**config.mk**
```make
export PLATFORM = sky130hd
export DESIGN_NAME = tone_player
export DESIGN_NICKNAME = d
export VERILOG_FILES = /design/src/rtl/tone_player.sv
export SDC_FILE = /design/constraint.sdc
export NUM_CORES = 1
export LEC_CHECK = 0
export ABC_AREA = 1
export BUFFER_PORTS_ARGS = -buffer_cell sky130_fd_sc_hd__buf_2
export CAP_MARGIN = 40
export CORE_MARGIN = 2
export CORE_UTILIZATION = 30
export DETAILED_ROUTE_END_ITERATION = 10
export GPL_ROUTABILITY_DRIVEN = 0
export PLACE_DENSITY_LB_ADDON = 0.25
export SLEW_MARGIN = 20
export SYNTH_ARGS = -nofsm -noshare
export SYNTH_HDL_FRONTEND = slang
export SYNTH_SLANG_ARGS = --single-unit
```
**constraint.sdc**
```tcl
create_clock -name clk -period 3.1 [get_ports clk]
set_clock_uncertainty 0.05 [all_clocks]
set_input_delay 0.62 -clock clk [delete_from_list [all_inputs] [get_ports clk]]
set_output_delay 0.62 -clock clk [all_outputs]
set_load 0.005 [all_outputs]
```
**src/rtl/tone_player.sv**
```systemverilog
// tone_player: song-table square-wave tone player; ports clk, reset, addr_in[3:0], octave_up (only with TONE_OCTAVE_EN), tone_out, note_code[3:0], playing
module tone_player #(
  parameter int PRESCALE = 1,
  parameter int GAP_CYCLES = 1000,
  parameter logic [63:0] SONG = 64'h0A98_5355_8A98_5351
) (
  input logic clk,
  input logic reset,
  input logic [3:0] addr_in,
`ifdef TONE_OCTAVE_EN
  input logic octave_up,
`endif
  output logic tone_out,
  output logic [3:0] note_code,
  output logic playing
);
  typedef enum logic [1:0] {IDLE, GAP, PLAY, REST} state_t;
  localparam int GW = $clog2(GAP_CYCLES + 2);
  localparam int PW = $clog2(PRESCALE + 1);
  localparam logic [175:0] HP_TAB = {
    11'd851, 11'd902, 11'd956, 11'd1012, 11'd1073, 11'd1136, 11'd1204, 11'd1276,
    11'd1351, 11'd1432, 11'd1517, 11'd1607, 11'd1703, 11'd1804, 11'd1911, 11'd0};
  state_t state;
  logic [3:0] addr_q, code;
  logic [GW-1:0] gap_cnt;
  logic [PW-1:0] pcnt;
  logic [10:0] cnt, hp_q, hp;
  logic load, tick;
  always_comb begin
    code = SONG[4*addr_in +: 4];
`ifdef TONE_OCTAVE_EN
    hp = HP_TAB[11*code +: 11] >> octave_up;
`else
    hp = HP_TAB[11*code +: 11];
`endif
    load = state == IDLE || addr_in != addr_q;
    tick = pcnt == PW'(PRESCALE - 1);
  end
  always_ff @(posedge clk) begin
    if (reset) begin
      state <= IDLE;
      addr_q <= '0;
      gap_cnt <= '0;
      pcnt <= '0;
      cnt <= '0;
      hp_q <= '0;
      tone_out <= 1'b0;
      note_code <= '0;
      playing <= 1'b0;
    end else if (load) begin
      addr_q <= addr_in;
      note_code <= code;
      hp_q <= hp;
      tone_out <= 1'b0;
      playing <= GAP_CYCLES == 0 && code != 0;
      gap_cnt <= '0;
      cnt <= '0;
      pcnt <= '0;
      state <= GAP_CYCLES > 0 ? GAP : (code != 0 ? PLAY : REST);
    end else if (state == GAP) begin
      gap_cnt <= gap_cnt + 1'b1;
      if (gap_cnt == GW'(GAP_CYCLES - 1)) begin
        state <= note_code != 0 ? PLAY : REST;
        playing <= note_code != 0;
      end
    end else if (state == PLAY) begin
      pcnt <= tick ? '0 : pcnt + 1'b1;
      if (tick) begin
        cnt <= cnt == hp_q - 11'd1 ? '0 : cnt + 11'd1;
        tone_out <= cnt == hp_q - 11'd1 ? ~tone_out : tone_out;
      end
    end
  end
endmodule
```
### Word level (Yosys, flattened, before mapping)

Cells that the tools add are included.
Widths: inputs -> output; s select.

* register bits after elaboration: 45

* bitwise logic cells: 3
* shifts and indexed selects: 2
* eq/ne operators: 5
* multiply operators: 1
* mux-type cells: 6
* reductions and logical operators: 11
* add/sub/neg operators: 4

Operators by type and width (number)
* $shiftx 176x9->11 const A: 1
* $shiftx 64x7->4 const A: 1
* $add 11x1->11 const B: 1
* $eq 11x11->1: 1
* $mux 11: 1
* $sub 11x1->11 const B: 1
* $add 10x1->10 const B: 1
* $eq 10x10->1 const B: 1
* $mul 4x4->8 const A: 1
* $reduce_and 2->1: 3
* $mux 1: 5
* $ne 4x4->1: 1
* $reduce_and 4->1: 1
* $reduce_bool 2->1: 2
* $reduce_bool 4->1: 1
* $not 1->1: 3
* $reduce_and 3->1: 1
* $eq 2x1->1 const B: 1
* $eq 2x2->1 const B: 1
* $logic_not 2->1: 1
* $reduce_or 2->1: 1
* $add 1x1->1 const B: 1
* $logic_or 1x1->1: 1

### Logic depth before layout (Yosys ltp)

Gate-level depths: netlist of the first run.

* depth in word-level cells: 5
* gate-level depth with buffers: 15

### Worst setup path before layout of the first run

OpenSTA, ideal clock, no wires.

* path kind: input to register
* from: input port addr_in[0]
* to: register hp_q[4]
* stages: 10
* data required time: 2.932 ns
* arrival: 1.593 ns
* library setup time: 0.118 ns
* slack: 1.339 ns
* cell sequence: inv_2 > nand2_2 > inv_1 > nor2_2 > inv_1 > buf_2 > o21ai_0 > o21ai_0 > nand3_1 > o21ai_1

* word-level cells in the longest chain between the ends: 3
* elaborated cells between the ends (all ways): 5

RTL lines
* from (decl): RTL line 9 `input logic [3:0] addr_in,`
* $shiftx 64x7->4: RTL line 30 `code = SONG[4*addr_in +: 4];`
* named net code[1]: RTL line 24 `logic [3:0] addr_q, code;`
* $mul 4x4->8: RTL line 34 `hp = HP_TAB[11*code +: 11];`
* $shiftx 176x9->11: RTL line 34
* to (signal assigned): RTL line 53 `hp_q <= hp;`
* to (decl): RTL line 27 `logic [10:0] cnt, hp_q, hp;`

The timed path passes the listed nets, and every way through them passes these cells.
A chain may end at the register's enable or synchronous reset.

### Worst setup path after layout of the first run

* from: input port addr_in[0]
* to: register hp_q[0]

The elaborated chain is that of the path after synthesis.

==> flow_summary.toml, run 1 <==
[timing]
timing.setup.tns_ns = 0
hold_viol_final = 0
max-slew-margin-rel_pct = 73.0
finalSetupViolCount = 0
layout_setup_ws_ns = 1.15
final_period_minus_worst_setup_slack_ns = 1.95
whs_ns = 0.424
rsz0062_at_grt = "no"
fin_crit_sh_pct = 62.8
achievable-frequency_ghz = 0.514
drv_slew = 0
max_slew.worst_pin.slew_ns = 0.405

[finish]
sequential_cell_area_um2 = 881
finalNetCount = 388
final_cells = 477
antennaDiodeCount = 0
multi_input_area_um2 = 1450
final_cell_area_um2 = 2830
post_route_cells_drive_above_1_share_pct = 13.2
n_fill_cell = 874
syn_to_final_growth_pct = 10.6

[setup_path]
timing.critical_path.max_delay_family = "simple AND/OR/NAND/NOR gates"
timing.critical_path.slowest_stage_cell = "sky130_fd_sc_hd__or2_1"
setup.worst_path.end_class = "flop"
path_cells = "buf_2 > inv_2 > nand2_2 > inv_1 > nor2_2 > inv_1 > or2_1 > nand3_1 > o2111ai_1 > o21ai_1"
worst_ep_arrival_time_ns = 2.14
worst-endpoint-required_ns = 3.29
setup.worst_path.class = "in -> reg"
critical_path.startpoint_type = "primary input"
critPathMostFrequentCell = "sky130_fd_sc_hd__inv_1"
crit_path_max_incr_delay_ns = 0.28
cp_max_fo = 12
crit_buf_inv = 4

[detailed_routing]
post_drt_via_cell_ratio = 4.48
drt_drc_violations_left = 0
drtIter0Drc = 77
totalWireLength_mm = 5.34
dr.pass1.iters = 4
drt.antenna.violating_nets = 0
vias_after_detailed_routing = 2139
drt-wirelength-per-cell_um = 11.2

[power]
peakVddDrop_v = 0.000178
power_density_nw_per_um2 = 451
p_leak_nw = 1.21

[clock_tree]
cts_inserted_buffers = 5
clk_pin_slew_ns = 0.09
clkLatencyLatePin_ns = 0.31
post_cts_setup_buffer_count = 0
ctsLongestPathBuffers = 2
cts_root_buffer = "sky130_fd_sc_hd__clkbuf_8"
tritoncts_clock_tree = "done"
cts.repair.resized = 0
clock_sinks = 44
holdBufCountCts = 0
h-tree-depth = 2

[synthesis]
synth_seq_area_share_pct = 34.5
synth-seq-cells = 44
synth.distinct_cells = 40
syn_area_um2 = 2550
synth.area.top_cells = "sky130_fd_sc_hd__dfxtp_1 34%, sky130_fd_sc_hd__nand2_1 13%, sky130_fd_sc_hd__inv_1 7.1%"
synthCells = 357
synth.cells.most_frequent = "91 x sky130_fd_sc_hd__nand2_1, 48 x sky130_fd_sc_hd__inv_1, 44 x sky130_fd_sc_hd__dfxtp_1"
synthArstFlopShare_pct = 0
synthesis.nets = 374
yosys.cell_count.top_type = "sky130_fd_sc_hd__nand2_1"
synth-main-ff-cell = "sky130_fd_sc_hd__dfxtp_1"
synth_enable_flop_cells = 0
netlist.area_leader.share_pct = 34.5
warnings_synthesis = 0
yosysTopAreaCell = "sky130_fd_sc_hd__dfxtp_1"
syn_avg_cell_area_um2 = 7.15

[grt]
first_global_vias = 2034
grt_antenna_before_repair = 0
grt_start_max_net_pins = 23
grt_first_pass_wirelength_mm = 9.30
globalRouteOverflowTotal = 0
groute.usage.overall_pct = 12.7

[floorplanning]
floorplan.rows = 33
core-area_um2 = 8220
die_width_um = 96.3
starting_density_of_the_core_pct = 31.1
floorplan.die_area_um2 = 9270
num_io_pins = 12
die_height_um = 96.3

[placed_design]
post-dp-hpwl_mm = 4.02
post-place-cells = 469
dp_worst_setup_slack_ns = 0.884
dp_area_um2 = 2710
place.port_buffers = 11

[run_status]
status = "completed"

[flow_run]
max_cap_viol_count = 0

[worst_hold_path]
worst_hold_path_type = "reg -> reg"
## power breakdown
| group | switching (mW) | internal (mW) | leakage, nW | total, mW |
|---|---|---|---|---|
| combinational | 0.131 | 0.0704 | 0.797 | 0.201 |
| sequential | 0.0182 | 0.585 | 0.360 | 0.603 |
| clock | 0.226 | 0.243 | 0.0583 | 0.469 |
## kinds of logic after synthesis
group	share of synthesized area, %
compound gates	9.75
xor+xnor	7.55
fa+ha+maj	5.39
buf+inv	8.87
flops	34.5
simple gates	34.0
## cell type report
class | count | share of cell area [%]
multi-input cells | 257 | 51.2
clock buffers | 5 | 2.44
repair buffers | 11 | 1.95
clock inverters | 3 | 1.68
flip-flops and latches | 44 | 31.2
inverters | 52 | 6.91
well taps | 105 | 4.65
## per-stage QoR
step                      power, mW  util [%]
final                          1.27      34.4
after global routing           1.35      34.4
after CTS                      1.29      34.4
after detailed placement      0.816      33.0
after global placement        0.816      33.0
after floorplan               0.769         -
## cell usage in the layout, fill, tap and decap left out, types with 9 or more instances in the layout
master / n
sky130_fd_sc_hd__buf_2: 11
sky130_fd_sc_hd__dfxtp_1: 44
sky130_fd_sc_hd__ha_1: 11
sky130_fd_sc_hd__nand2_1: 91
sky130_fd_sc_hd__nand3_1: 18
sky130_fd_sc_hd__inv_1: 48
sky130_fd_sc_hd__a21oi_1: 10
sky130_fd_sc_hd__nor2_1: 38
sky130_fd_sc_hd__o21ai_0: 9
sky130_fd_sc_hd__xor2_1: 18
## routing by layer
layer	vias to the layer above	wire length (um)	global-route usage, %
met1	945	2710	17.0
met5	-	0	0
met2	30	2400	20.8
met3	7	181	2.74
li1	1157	-	-
met4	0	46	3.21
## registers in the layout, indices dropped and copies added, names as in the netlist
name       count
gap_cnt       10
state          2
cnt           11
playing        1
addr_q         4
note_code      4
hp_q          11
tone_out       1
## worst min-delay path: stages, from the launching register on
cell	delay, ns
sky130_fd_sc_hd__dfxtp_1	0.32
sky130_fd_sc_hd__nand2_1	0.06
sky130_fd_sc_hd__a21oi_1	0.06
## path summary, 6_finish.rpt
path | from | to | slack, ns | cells after the start
worst min register to register | playing$_SDFFE_PP0P_ | playing$_SDFFE_PP0P_ | 0.42 | 2
worst max-delay path | addr_in[0] | hp_q[0]$_SDFFE_PP0P_ | 1.15 | 10
worst max register to register | hp_q[0]$_SDFFE_PP0P_ | cnt[7]$_SDFFE_PP0P_ | 1.16 | 10
worst min-delay path | playing$_SDFFE_PP0P_ | playing$_SDFFE_PP0P_ | 0.42 | 2
Power figures use the tool's default switching activity.
==> inputs of run 2 (changes only) <==
==> constraint.sdc (replaced) <==
create_clock -name clk -period 1.9 [get_ports clk]
set_clock_uncertainty 0.05 [all_clocks]
set_input_delay 0.38 -clock clk [delete_from_list [all_inputs] [get_ports clk]]
set_output_delay 0.38 -clock clk [all_outputs]
set_load 0.005 [all_outputs]
==> run 2 against run 1 <==
Core utilization rose by 1.9 points. Flip-flop and latch count did not move. Die area did not move. Largest power group unchanged. Register-to-register slack got worse by 1.0 ns. Total power rose by 66%. Sequential power rose by 64%. Via count rose by 4.4%. Final area rose by 5.4%. Clock power rose by 64%. Critical path depth rose by 1.
==> flow_summary.toml, run 2 (synthesis gave the netlist of run 1 again) <==
[floorplanning]
starting_density_of_the_core_pct = 31.1
floorplan.rows = 33
die_width_um = 96.3
die_height_um = 96.3
core-area_um2 = 8220
num_io_pins = 12
floorplan.die_area_um2 = 9270

[power]
intPower_mw = 1.49
post-layout-total-power_mw = 2.12
pwr-share-clk_pct = 36.3
power.switching_mw = 0.630
p_leak_nw = 1.27
p_sw_share_pct = 29.8
peakVddDrop_v = 0.000464
power_frac_seq_pct = 46.5
power_frac_comb_pct = 17.2
power_density_nw_per_um2 = 711

[worst_hold_path]
hold_path_depth = 3
worst_hold_path_type = "in -> reg"

[grt]
groute.usage.overall_pct = 13.2
grt_busiest_layer = "met2"
grt.met3_usage_pct = 2.90
globalRouteMet2Util_pct = 20.7
grt_start_max_net_pins = 16
globalRouteOverflowTotal = 0
first_global_vias = 2093
grt_first_pass_wirelength_mm = 9.54
grt_antenna_before_repair = 0
groute.layer.met1.usage_pct = 17.7

[placed_design]
dp_worst_setup_slack_ns = 0.0281
place.port_buffers = 11
post-dp-hpwl_mm = 4.26
dp_area_um2 = 2790

[run_status]
status = "completed"

[detailed_routing]
drt_drc_violations_left = 0
dr.pass1.iters = 4
totalWireLength_mm = 5.71
drtIter0Drc = 59
drt.antenna.violating_nets = 0
drt-wirelength-per-cell_um = 11.7
post_drt_via_cell_ratio = 4.58
vias_after_detailed_routing = 2234

[timing]
rsz0062_at_grt = "yes"
max_slew.worst_pin.slew_ns = 0.306
layout_setup_ws_ns = 0.130
finalSetupViolCount = 0
hold_viol_final = 0
max-slew-margin-rel_pct = 79.6
drv_slew = 0
fin_crit_sh_pct = 93.1
final_period_minus_worst_setup_slack_ns = 1.77
achievable-frequency_ghz = 0.565

[setup_path]
cp_max_fo = 5
critical_path.startpoint_type = "flop"
setup.worst_path.class = "reg -> reg"
worst_ep_arrival_time_ns = 1.93
worst-endpoint-required_ns = 2.06
setup.worst_path.end_class = "flop"
reg2reg_depth = 11

[clock_tree]
cts_root_buffer = "sky130_fd_sc_hd__clkbuf_8"
ctsLongestPathBuffers = 2
tritoncts_clock_tree = "done"
cts_inserted_buffers = 5
clock_sinks = 44
clk_pin_slew_ns = 0.10
holdBufCountCts = 0
h-tree-depth = 2
clkLatencyLatePin_ns = 0.31

[finish]
finalNetCount = 399
final_cell_area_um2 = 2980
antennaDiodeCount = 0
layout.cells.most_common = "sky130_fd_sc_hd__nand2_1"
mostFrequentLayoutCells = "90 x sky130_fd_sc_hd__nand2_1, 44 x sky130_fd_sc_hd__inv_1, 42 x sky130_fd_sc_hd__dfxtp_1, 33 x sky130_fd_sc_hd__nor2_1"
largestRegisters = "cnt: 11 flops, hp_q: 11 flops, gap_cnt: 10 flops"
post_route_cells_drive_above_1_share_pct = 19.3
syn_to_final_growth_pct = 16.7

[flow_run]
max_cap_viol_count = 0
==> run 2: power groups by stage <==
| stage | registers (mW) | logic (mW) | clock network, mW |
|---|---|---|---|
| floorplan | 0.999 | 0.256 | 0 |
| global placement | 1.01 | 0.341 | 0 |
| detailed placement | 1.01 | 0.342 | 0 |
| CTS | 0.985 | 0.346 | 0.791 |
| global route | 0.990 | 0.415 | 0.821 |
| finish | 0.986 | 0.364 | 0.769 |
==> run 2: path summary, 6_finish.rpt <==
kind,startpoint,to,slack [ns]
worst min-delay path,addr_in[3],addr_q[3]$_SDFFE_PP0P_,0.26
worst min register to register,playing$_SDFFE_PP0P_,playing$_SDFFE_PP0P_,0.42
worst max-delay path,hp_q[1]$_SDFFE_PP0P_,cnt[10]$_SDFFE_PP0P_,0.13
worst max register to register,hp_q[1]$_SDFFE_PP0P_,cnt[10]$_SDFFE_PP0P_,0.13
==> run 2: layout make-up <==
type                    instances  area (um2)
clock buffers                   5        68.8
clock inverters                 3        46.3
fillers                       885        5240
inverters                      52         195
multi-input cells             258        1510
flip-flops and latches         44         883
well taps                     105         131
repair buffers                 21         143
==> run 2: stage by stage <==
step	TNS [ns]	hold WS (ns)	instances	utilization [%]
after floorplan	0	0.409	357	-
after global placement	0	0.405	478	33.9
after detailed placement	0	0.407	478	33.9
after CTS	0	0.249	486	35.3
after global routing	-0.208	0.258	488	36.3
final	0	0.255	488	36.3
==> run 2: repair_timing <==
action	4_1_cts	5_1_grt
setup buffers	0	1
resized for setup	0	19
endpoints found under the setup margin	0	12
endpoints found under the hold margin	0	0
==> run 2: critical path, stage by stage (launching register included) <==
cell,delay [ns]
sky130_fd_sc_hd__dfxtp_2,0.33
sky130_fd_sc_hd__buf_4,0.12
sky130_fd_sc_hd__nor2_2,0.11
sky130_fd_sc_hd__nand2_1,0.14
sky130_fd_sc_hd__nor2_2,0.18
sky130_fd_sc_hd__nand3_1,0.09
sky130_fd_sc_hd__nand2_1,0.07
sky130_fd_sc_hd__nand3_1,0.12
sky130_fd_sc_hd__nor2_4,0.15
sky130_fd_sc_hd__nand3_4,0.13
sky130_fd_sc_hd__nand2_4,0.13
sky130_fd_sc_hd__nor2_1,0.05
==> run 2: metal layers <==
layer / vias up / share of wire (%)
met5: - / 0
met4: 0 / 1.5
met3: 11 / 3.1
met2: 36 / 44
met1: 999 / 51
li1: 1188 / -
